$ cat config.mk
export PLATFORM = sky130hd
export DESIGN_NAME = multiplicador_seq
export DESIGN_NICKNAME = d
export VERILOG_FILES = /design/src/rtl/ula_pkg.sv /design/src/rtl/full_adder.sv /design/src/rtl/somador_n.sv /design/src/rtl/multiplicador_seq.sv
export SDC_FILE = /design/constraint.sdc
export NUM_CORES = 1
export LEC_CHECK = 0
export CAP_MARGIN = 25
export CORE_UTILIZATION = 41
export DETAILED_ROUTE_END_ITERATION = 8
export SETUP_SLACK_MARGIN = 0.2
export SLEW_MARGIN = 10
export SYNTH_ARGS = -nofsm -noshare
export SYNTH_HDL_FRONTEND = slang
export SYNTH_SLANG_ARGS = --single-unit
$ cat constraint.sdc
create_clock -name clk -period 4.9 [get_ports clk]
set_input_delay 0.49 -clock clk [delete_from_list [all_inputs] [get_ports clk]]
set_output_delay 0.49 -clock clk [all_outputs]
set_load 0.005 [all_outputs]
$ cat src/rtl/ula_pkg.sv
// Shared definitions for the ULA datapath: multiplier state encoding and
// the operand widths used by the default multiplier instance.
package ula_pkg;

  typedef enum logic [1:0] {
    ST_IDLE = 2'd0,
    ST_CALC = 2'd1,
    ST_DONE = 2'd2
  } state_e;

  localparam int ULA_MUL_WA = 5;
  localparam int ULA_MUL_WB = 4;

endpackage

$ cat src/rtl/full_adder.sv
// One-bit full adder cell, the building block of the ripple adders.
module full_adder (
  input  logic a,
  input  logic b,
  input  logic cin,
  output logic s,
  output logic cout
);

  assign s    = a ^ b ^ cin;
  assign cout = (a & b) | (cin & (a ^ b));

endmodule

$ cat src/rtl/somador_n.sv
// N-bit ripple-carry adder chained from full_adder cells.
module somador_n #(
  parameter int N = 4
) (
  input  logic [N-1:0] a,
  input  logic [N-1:0] b,
  input  logic         cin,
  output logic [N-1:0] sum,
  output logic         cout
);

  logic [N:0] carry;

  assign carry[0] = cin;

  generate
    for (genvar gi = 0; gi < N; gi++) begin : g_fa
      full_adder u_fa (
        .a   (a[gi]),
        .b   (b[gi]),
        .cin (carry[gi]),
        .s   (sum[gi]),
        .cout(carry[gi+1])
      );
    end
  endgenerate

  assign cout = carry[N];

endmodule

$ cat src/rtl/multiplicador_seq.sv
// Sequential shift-add multiplier, full WA+WB product, unsigned or two's
// complement operands, start/busy/done handshake.
module multiplicador_seq
  import ula_pkg::*;
#(
  parameter int WA = ULA_MUL_WA,
  parameter int WB = ULA_MUL_WB
) (
  input  logic            clk,
  input  logic            rst_n,
  input  logic            start,
  input  logic            signed_mode,
  input  logic [WA-1:0]   a,
  input  logic [WB-1:0]   b,
  output logic            busy,
  output logic            done,
  output logic [WA+WB-1:0] s
);

  localparam int CW = $clog2(WB);
  localparam int PW = WA + WB;

  state_e          state_q, state_d;
  logic [WA-1:0]   mcand_q, mcand_d;
  logic [WB-1:0]   mplr_q, mplr_d;
  logic [WA-1:0]   acc_q, acc_d;
  logic [CW-1:0]   cnt_q, cnt_d;
  logic            neg_q, neg_d;
  logic            done_q, done_d;
  logic [PW-1:0]   s_q, s_d;

  logic [WA-1:0]   neg_a;
  logic [WB-1:0]   neg_b;
  logic [PW-1:0]   prod, neg_prod;
  logic [WA-1:0]   add_b, add_sum;
  logic            add_cout;
  logic            neg_a_cout_unused, neg_b_cout_unused, neg_p_cout_unused;

  assign prod  = {acc_q, mplr_q};
  assign add_b = mplr_q[0] ? mcand_q : '0;

  // Two's-complement negation as ~x + 1 through the same ripple adder cells.
  somador_n #(.N(WA)) u_neg_a (
    .a(~a), .b('0), .cin(1'b1), .sum(neg_a), .cout(neg_a_cout_unused)
  );

  somador_n #(.N(WB)) u_neg_b (
    .a(~b), .b('0), .cin(1'b1), .sum(neg_b), .cout(neg_b_cout_unused)
  );

  somador_n #(.N(PW)) u_neg_p (
    .a(~prod), .b('0), .cin(1'b1), .sum(neg_prod), .cout(neg_p_cout_unused)
  );

  somador_n #(.N(WA)) u_acc (
    .a(acc_q), .b(add_b), .cin(1'b0), .sum(add_sum), .cout(add_cout)
  );

  always_comb begin
    state_d = state_q;
    mcand_d = mcand_q;
    mplr_d  = mplr_q;
    acc_d   = acc_q;
    cnt_d   = cnt_q;
    neg_d   = neg_q;
    done_d  = 1'b0;
    s_d     = s_q;
    unique case (state_q)
      ST_IDLE: begin
        if (start) begin
          mcand_d = (signed_mode & a[WA-1]) ? neg_a : a;
          mplr_d  = (signed_mode & b[WB-1]) ? neg_b : b;
          neg_d   = signed_mode & (a[WA-1] ^ b[WB-1]);
          acc_d   = '0;
          cnt_d   = '0;
          state_d = ST_CALC;
        end
      end
      ST_CALC: begin
        // Carry of the partial-product add becomes the new top bit of acc.
        acc_d  = {add_cout, add_sum[WA-1:1]};
        mplr_d = {add_sum[0], mplr_q[WB-1:1]};
        cnt_d  = cnt_q + CW'(1);
        if (cnt_q == CW'(WB - 1)) begin
          state_d = ST_DONE;
        end
      end
      ST_DONE: begin
        s_d     = neg_q ? neg_prod : prod;
        done_d  = 1'b1;
        state_d = ST_IDLE;
      end
      default: state_d = ST_IDLE;
    endcase
  end

  always_ff @(posedge clk or negedge rst_n) begin
    if (!rst_n) begin
      state_q <= ST_IDLE;
      mcand_q <= '0;
      mplr_q  <= '0;
      acc_q   <= '0;
      cnt_q   <= '0;
      neg_q   <= 1'b0;
      done_q  <= 1'b0;
      s_q     <= '0;
    end else begin
      state_q <= state_d;
      mcand_q <= mcand_d;
      mplr_q  <= mplr_d;
      acc_q   <= acc_d;
      cnt_q   <= cnt_d;
      neg_q   <= neg_d;
      done_q  <= done_d;
      s_q     <= s_d;
    end
  end

  assign busy = (state_q != ST_IDLE);
  assign done = done_q;
  assign s    = s_q;

endmodule
Word-level counts from Yosys, hierarchy flattened
Cells that the tools add are included.

Word-level logic and storage cells: 93. Input port bits: 13. Output and inout bits: 11. Flip-flop bits (word level): 29.

Add/sub/neg operators: 1. Equality and inequality tests: 5. Multiplexer cells: 14. Reductions and logical operators: 6. Bitwise operators: 59.

Operators with widths (count): $xor A1 B1 Y1 (25); $and A1 B1 Y1 (24); $mux W5 (3); $pmux W5 S2 (1); $mux W9 (1); $not A9 Y9 (1); $mux W4 (2); $pmux W2 S2 (2); $pmux W4 S2 (1); $mux W2 (3); $reduce_and A2 Y1 (3); $not A5 Y5 (1); $eq A2 B2 Y1 const B (2); $ne A2 B2 Y1 const B (2); $not A4 Y4 (1); $or A1 B1 Y1 (4); $reduce_bool A2 Y1 (2); $not A1 Y1 (3); $add A2 B1 Y2 const B (1); $eq A2 B1 Y1 const B (1); $logic_not A2 Y1 (1); $mux W1 (1).

Longest topological paths before layout
Depth after elaboration: 11. Mapped depth: 11. Gate-level depth less buffers: 11.

Modules after synthesis
A second synthesis with hierarchy kept.

Cell total of the unflattened synthesis: 163. Area, all modules: 1889.3 µm².

By module, submodules not included: multiplicador_seq (cells an instance 140, area an instance 1428.9 µm², times used 1); full_adder (cells an instance 1, area an instance 20.0 µm², times used 23).

Least setup slack after synthesis
OpenSTA, ideal clock, no wires.

Path type: register to register. From: reg mplr_q[0]. To: reg acc_q[3]. Arrival time: 2321 ps. Required time: 4774 ps. Buffers on the path: 0. Slack: 2453 ps. Stages on the path, launching flop included: 11. Clock period less this slack: 2447 ps. Library setup time: 126 ps. Path through: dfrtp_1 -> and2_1 -> ha_1 -> inv_1 -> fa_1 -> fa_1 -> inv_1 -> fa_1 -> inv_1 -> fa_1 -> o21ai_0.

Cells in the longest elaborated chain, start to end: 10.

RTL lines: from (decl) (RTL line multiplicador_seq.sv:25) `logic [WB-1:0] mplr_q, mplr_d;`; from (signal assigned) (RTL line multiplicador_seq.sv:110) `mplr_q <= mplr_d;`; $mux W5 (*) (RTL line multiplicador_seq.sv:40) `assign add_b = mplr_q[0] ? mcand_q : '0;`; $and A1 B1 Y1 / $xor A1 B1 Y1 (equally long branches) (RTL line full_adder.sv:11) `assign cout = (a & b) | (cin & (a ^ b));`; $and A1 B1 Y1 (RTL line full_adder.sv:11); $or A1 B1 Y1 (RTL line full_adder.sv:11); $and A1 B1 Y1 (RTL line full_adder.sv:11); $or A1 B1 Y1 (RTL line full_adder.sv:11); $and A1 B1 Y1 (RTL line full_adder.sv:11); $or A1 B1 Y1 (RTL line full_adder.sv:11); $xor A1 B1 Y1 (*) (RTL line full_adder.sv:10) `assign s = a ^ b ^ cin;`; $pmux W5 S2 (*) (RTL line multiplicador_seq.sv:68) `unique case (state_q)`; to (signal assigned) (RTL line multiplicador_seq.sv:102) `acc_q <= '0;`; to (signal assigned) (RTL line multiplicador_seq.sv:111) `acc_q <= acc_d;`; to (decl) (RTL line multiplicador_seq.sv:26) `logic [WA-1:0] acc_q, acc_d;`.

Every way passes the cells marked *; elsewhere a longest branch is shown, timed or not. A chain may end at the register's enable or synchronous reset.

Final worst setup path
Ends and elaborated chain as after synthesis.

==> reports/results.tsv <==
metric	value	unit
synth_ff_type	dfrtp_1	
syn_inst	159	
p_int	0.666	mW
fin_ws	2.34	ns
finalCritPeriodShare	52.1	%
grt_pass1_wl	4.94	mm
synth_fa_ha_area_share	15.9	%
min-delay-start	mcand_q[0]	
crit_type	flop to flop	
dr.first_iter.drc_count	49	
muxShareOfSynthArea	7.47	%
worst_pin_slew	0.863	ns
synth_cell_types	25	
cts-root-buf	clkbuf_8	
antenna_found_initial	0	
rsz0062_at_grt	false	
finalCriticalPeriod	2.56	ns
pre_cts_slack	2.32	ns
worstPathArrival	2.71	ns
sw_frac_of_total	35.0	%
ys_ff_latch	29	
clk_latency	0.28	ns
cts.sinks	29	
die_h	64.6	um
rr_startpoint	mplr_q[0]	
path_max_fanout	7	
grt_util_met1	16.1	%
p_sw	0.359	mW
ioPinCount	24	
start_kind	flop	
place_inst	225	
cts.clk_slew.worst_paths	0.07	ns
critPathCaptureType	flop	
synth_top_family_by_area	adder cells	
grt_remaining_overflow	0	
setup-tns-final	0	ns
yosys.area_share.simple	10.9	%
postCtsSetupRepairBufs	0	
cts_buffers	5	
core	3720	um^2
nNetsFinal	215	
grt_use_total	15.8	%
die_area	4180	um^2
first_global_vias	1210	
gr-usage-met3	3.52	%
clockPowerShare	21.2	%
drc	0	
slowest_delay	0.49	ns
wl	2.75	mm
finalHoldViolations	0	
fin_skew	0.00798	ns
slew_violations	0	
powerDensity	520	nW/um^2
cts_resized	0	
n_antenna_cell	0	
h-tree-depth	2	
ir_drop	0.243	mV
synth_xor_area_share	1.09	%
cp_common_cell	fa_1	
cp_cell_sequence	and2_1 > ha_1 > inv_1 > fa_1 > fa_1 > inv_1 > fa_1 > inv_1 > fa_1 > o21ai_0	
final_antenna_net_count	0	
comb_power_share	38.8	%
cp-startpoint	mplr_q[0]	
num_vias	1145	
cts_tree	built	
slowest_stage	fa_1	
synth-edff-count	0	
setup_violations	0	
dp_hpwl	2.18	mm
initial_utilization	43.3	%
viasPerCell	4.91	
pwr-share-seq	40.0	%
syn_to_final_growth	22.6	%
layout-drive-gt1-share	8.11	%
synth-compound-area-share	12.4	%
p_leak	0.933	nW
status	completed	
io_buffers	23	
worst_hold_path_type	flop to flop	
row_count	22	
fmaxAchievable	391	MHz
drv_cap	0	
yosys_warnings	0	
syn-num-nets	190	
max_slew_margin	42.4	%
grtUsageMet2	29.3	%
die-width	64.6	um
syn_area	1610	um^2
gp_congestion	0.795	
clockBufferDepth	2	
grt_max_degree	30	
final_cells	233	
syn_avg_cell_area	10.1	um^2
wl_per_cell	11.8	um
top_usage_layer	met2	
dr.pass1.iters	4	
postCtsHoldBufs	0	
seq_area_frac_synth	45.1	%
async_flop_share	100	%
required	5.06	ns
[cells in the mapped netlist (2+ instances only)]
cell type,instances,share of area (%)
a22oi_1,2,0.93
inv_1,21,4.9
ha_1,14,11
buf_2,5,1.6
and2_1,3,1.2
nand2_1,28,6.5
o21ai_2,4,2.2
a22o_1,2,1.1
o21ai_0,19,5.9
xnor2_1,2,1.1
nor2b_1,2,0.78
mux2i_1,12,7.5
dfrtp_1,29,45
a21oi_1,2,0.62
fa_1,4,5.0
[kinds of logic (layout without fill, tap and decap cells)]
| kind of cell | count (synthesis) | in the layout |
|---|---|---|
| buffers and inverters | 27 | 53 |
| and+or+nand+nor | 38 | 38 |
| muxes | 12 | 12 |
| DFF | 29 | 29 |
| adders and majority gates | 18 | 18 |
| xor gates and xnor gates | 2 | 2 |
| AOI/OAI and AO/OA | 33 | 33 |
[state kept, by name, indices dropped and copies added, names as in the netlist]
signal / flops
s: 9
acc_q: 5
mcand_q: 5
state_q: 2
neg_q: 1
done: 1
cnt_q: 2
mplr_q: 4
[cell type report]
class / count / area [um^2]
clock buffer: 7 / 96.3
fill: 349 / 1740
timing repair buffer: 24 / 238
inverter: 21 / 78.8
sequential: 29 / 726
multi-input combinational: 103 / 768
tap: 48 / 60.1
clock inverter: 1 / 5.00
[routing by layer]
layer  share of wire, %  up-vias  routed length (um)
li1                   -      578                   -
met1                 45      533                1230
met5                  0        -                   0
met3                3.7        6                 102
met2                 49       28                1350
met4                2.4        0                  67
[layout by cell type (no fill, tap or decap), types with 2 or more instances in the layout]
cell type        instances
and2_1                   3
ha_1                    14
clkdlybuf4s50_1         23
a21oi_1                  2
o21ai_2                  4
xnor2_1                  2
clkbuf_8                 7
fa_1                     4
nand2_1                 28
a22o_1                   2
nor2b_1                  2
mux2i_1                 12
o21ai_0                 19
dfrtp_1                 29
inv_1                   21
a22oi_1                  2
[critical path, delay by kind of cell (launching register included)]
kind	cells	cell delay [ns]
AOI/OAI and AO/OA	1	0.08
and+or+nand+nor	1	0.15
DFF	1	0.43
adders and majority gates	5	1.59
buffers and inverters	3	0.18
[power by group through the flow]
stage | logic [mW] | registers [mW] | clock network, mW
2_1_floorplan | 0.281 | 0.388 | 0
3_3_place_gp | 0.387 | 0.411 | 0
3_5_place_dp | 0.405 | 0.418 | 0
4_1_cts | 0.408 | 0.413 | 0.219
5_1_grt | 0.455 | 0.427 | 0.234
6_report | 0.398 | 0.411 | 0.217
[per-stage QoR]
stage | utilization, % | cell area (um^2) | power (mW) | hold slack, ns
after floorplan | - | 1610 | 0.669 | 0.194
after global placement | 50.3 | 1870 | 0.797 | 0.457
final | 53.1 | 1970 | 1.03 | 0.476
after detailed placement | 50.3 | 1870 | 0.823 | 0.468
after global routing | 53.1 | 1970 | 1.12 | 0.511
after CTS | 53.1 | 1970 | 1.04 | 0.482
[final timing paths]
check                        endpoint  slack, ns  cells past startpoint
max                          acc_q[3]       2.34                     10
min                        mcand_q[0]       0.48                      2
max reg2reg                  acc_q[3]       2.34                     10
min reg2reg                mcand_q[0]       0.48                      2
max in group asynchronous    acc_q[3]       4.05                      2
min in group asynchronous  state_q[1]       0.58                      2
Power figures use the tool's default switching activity.
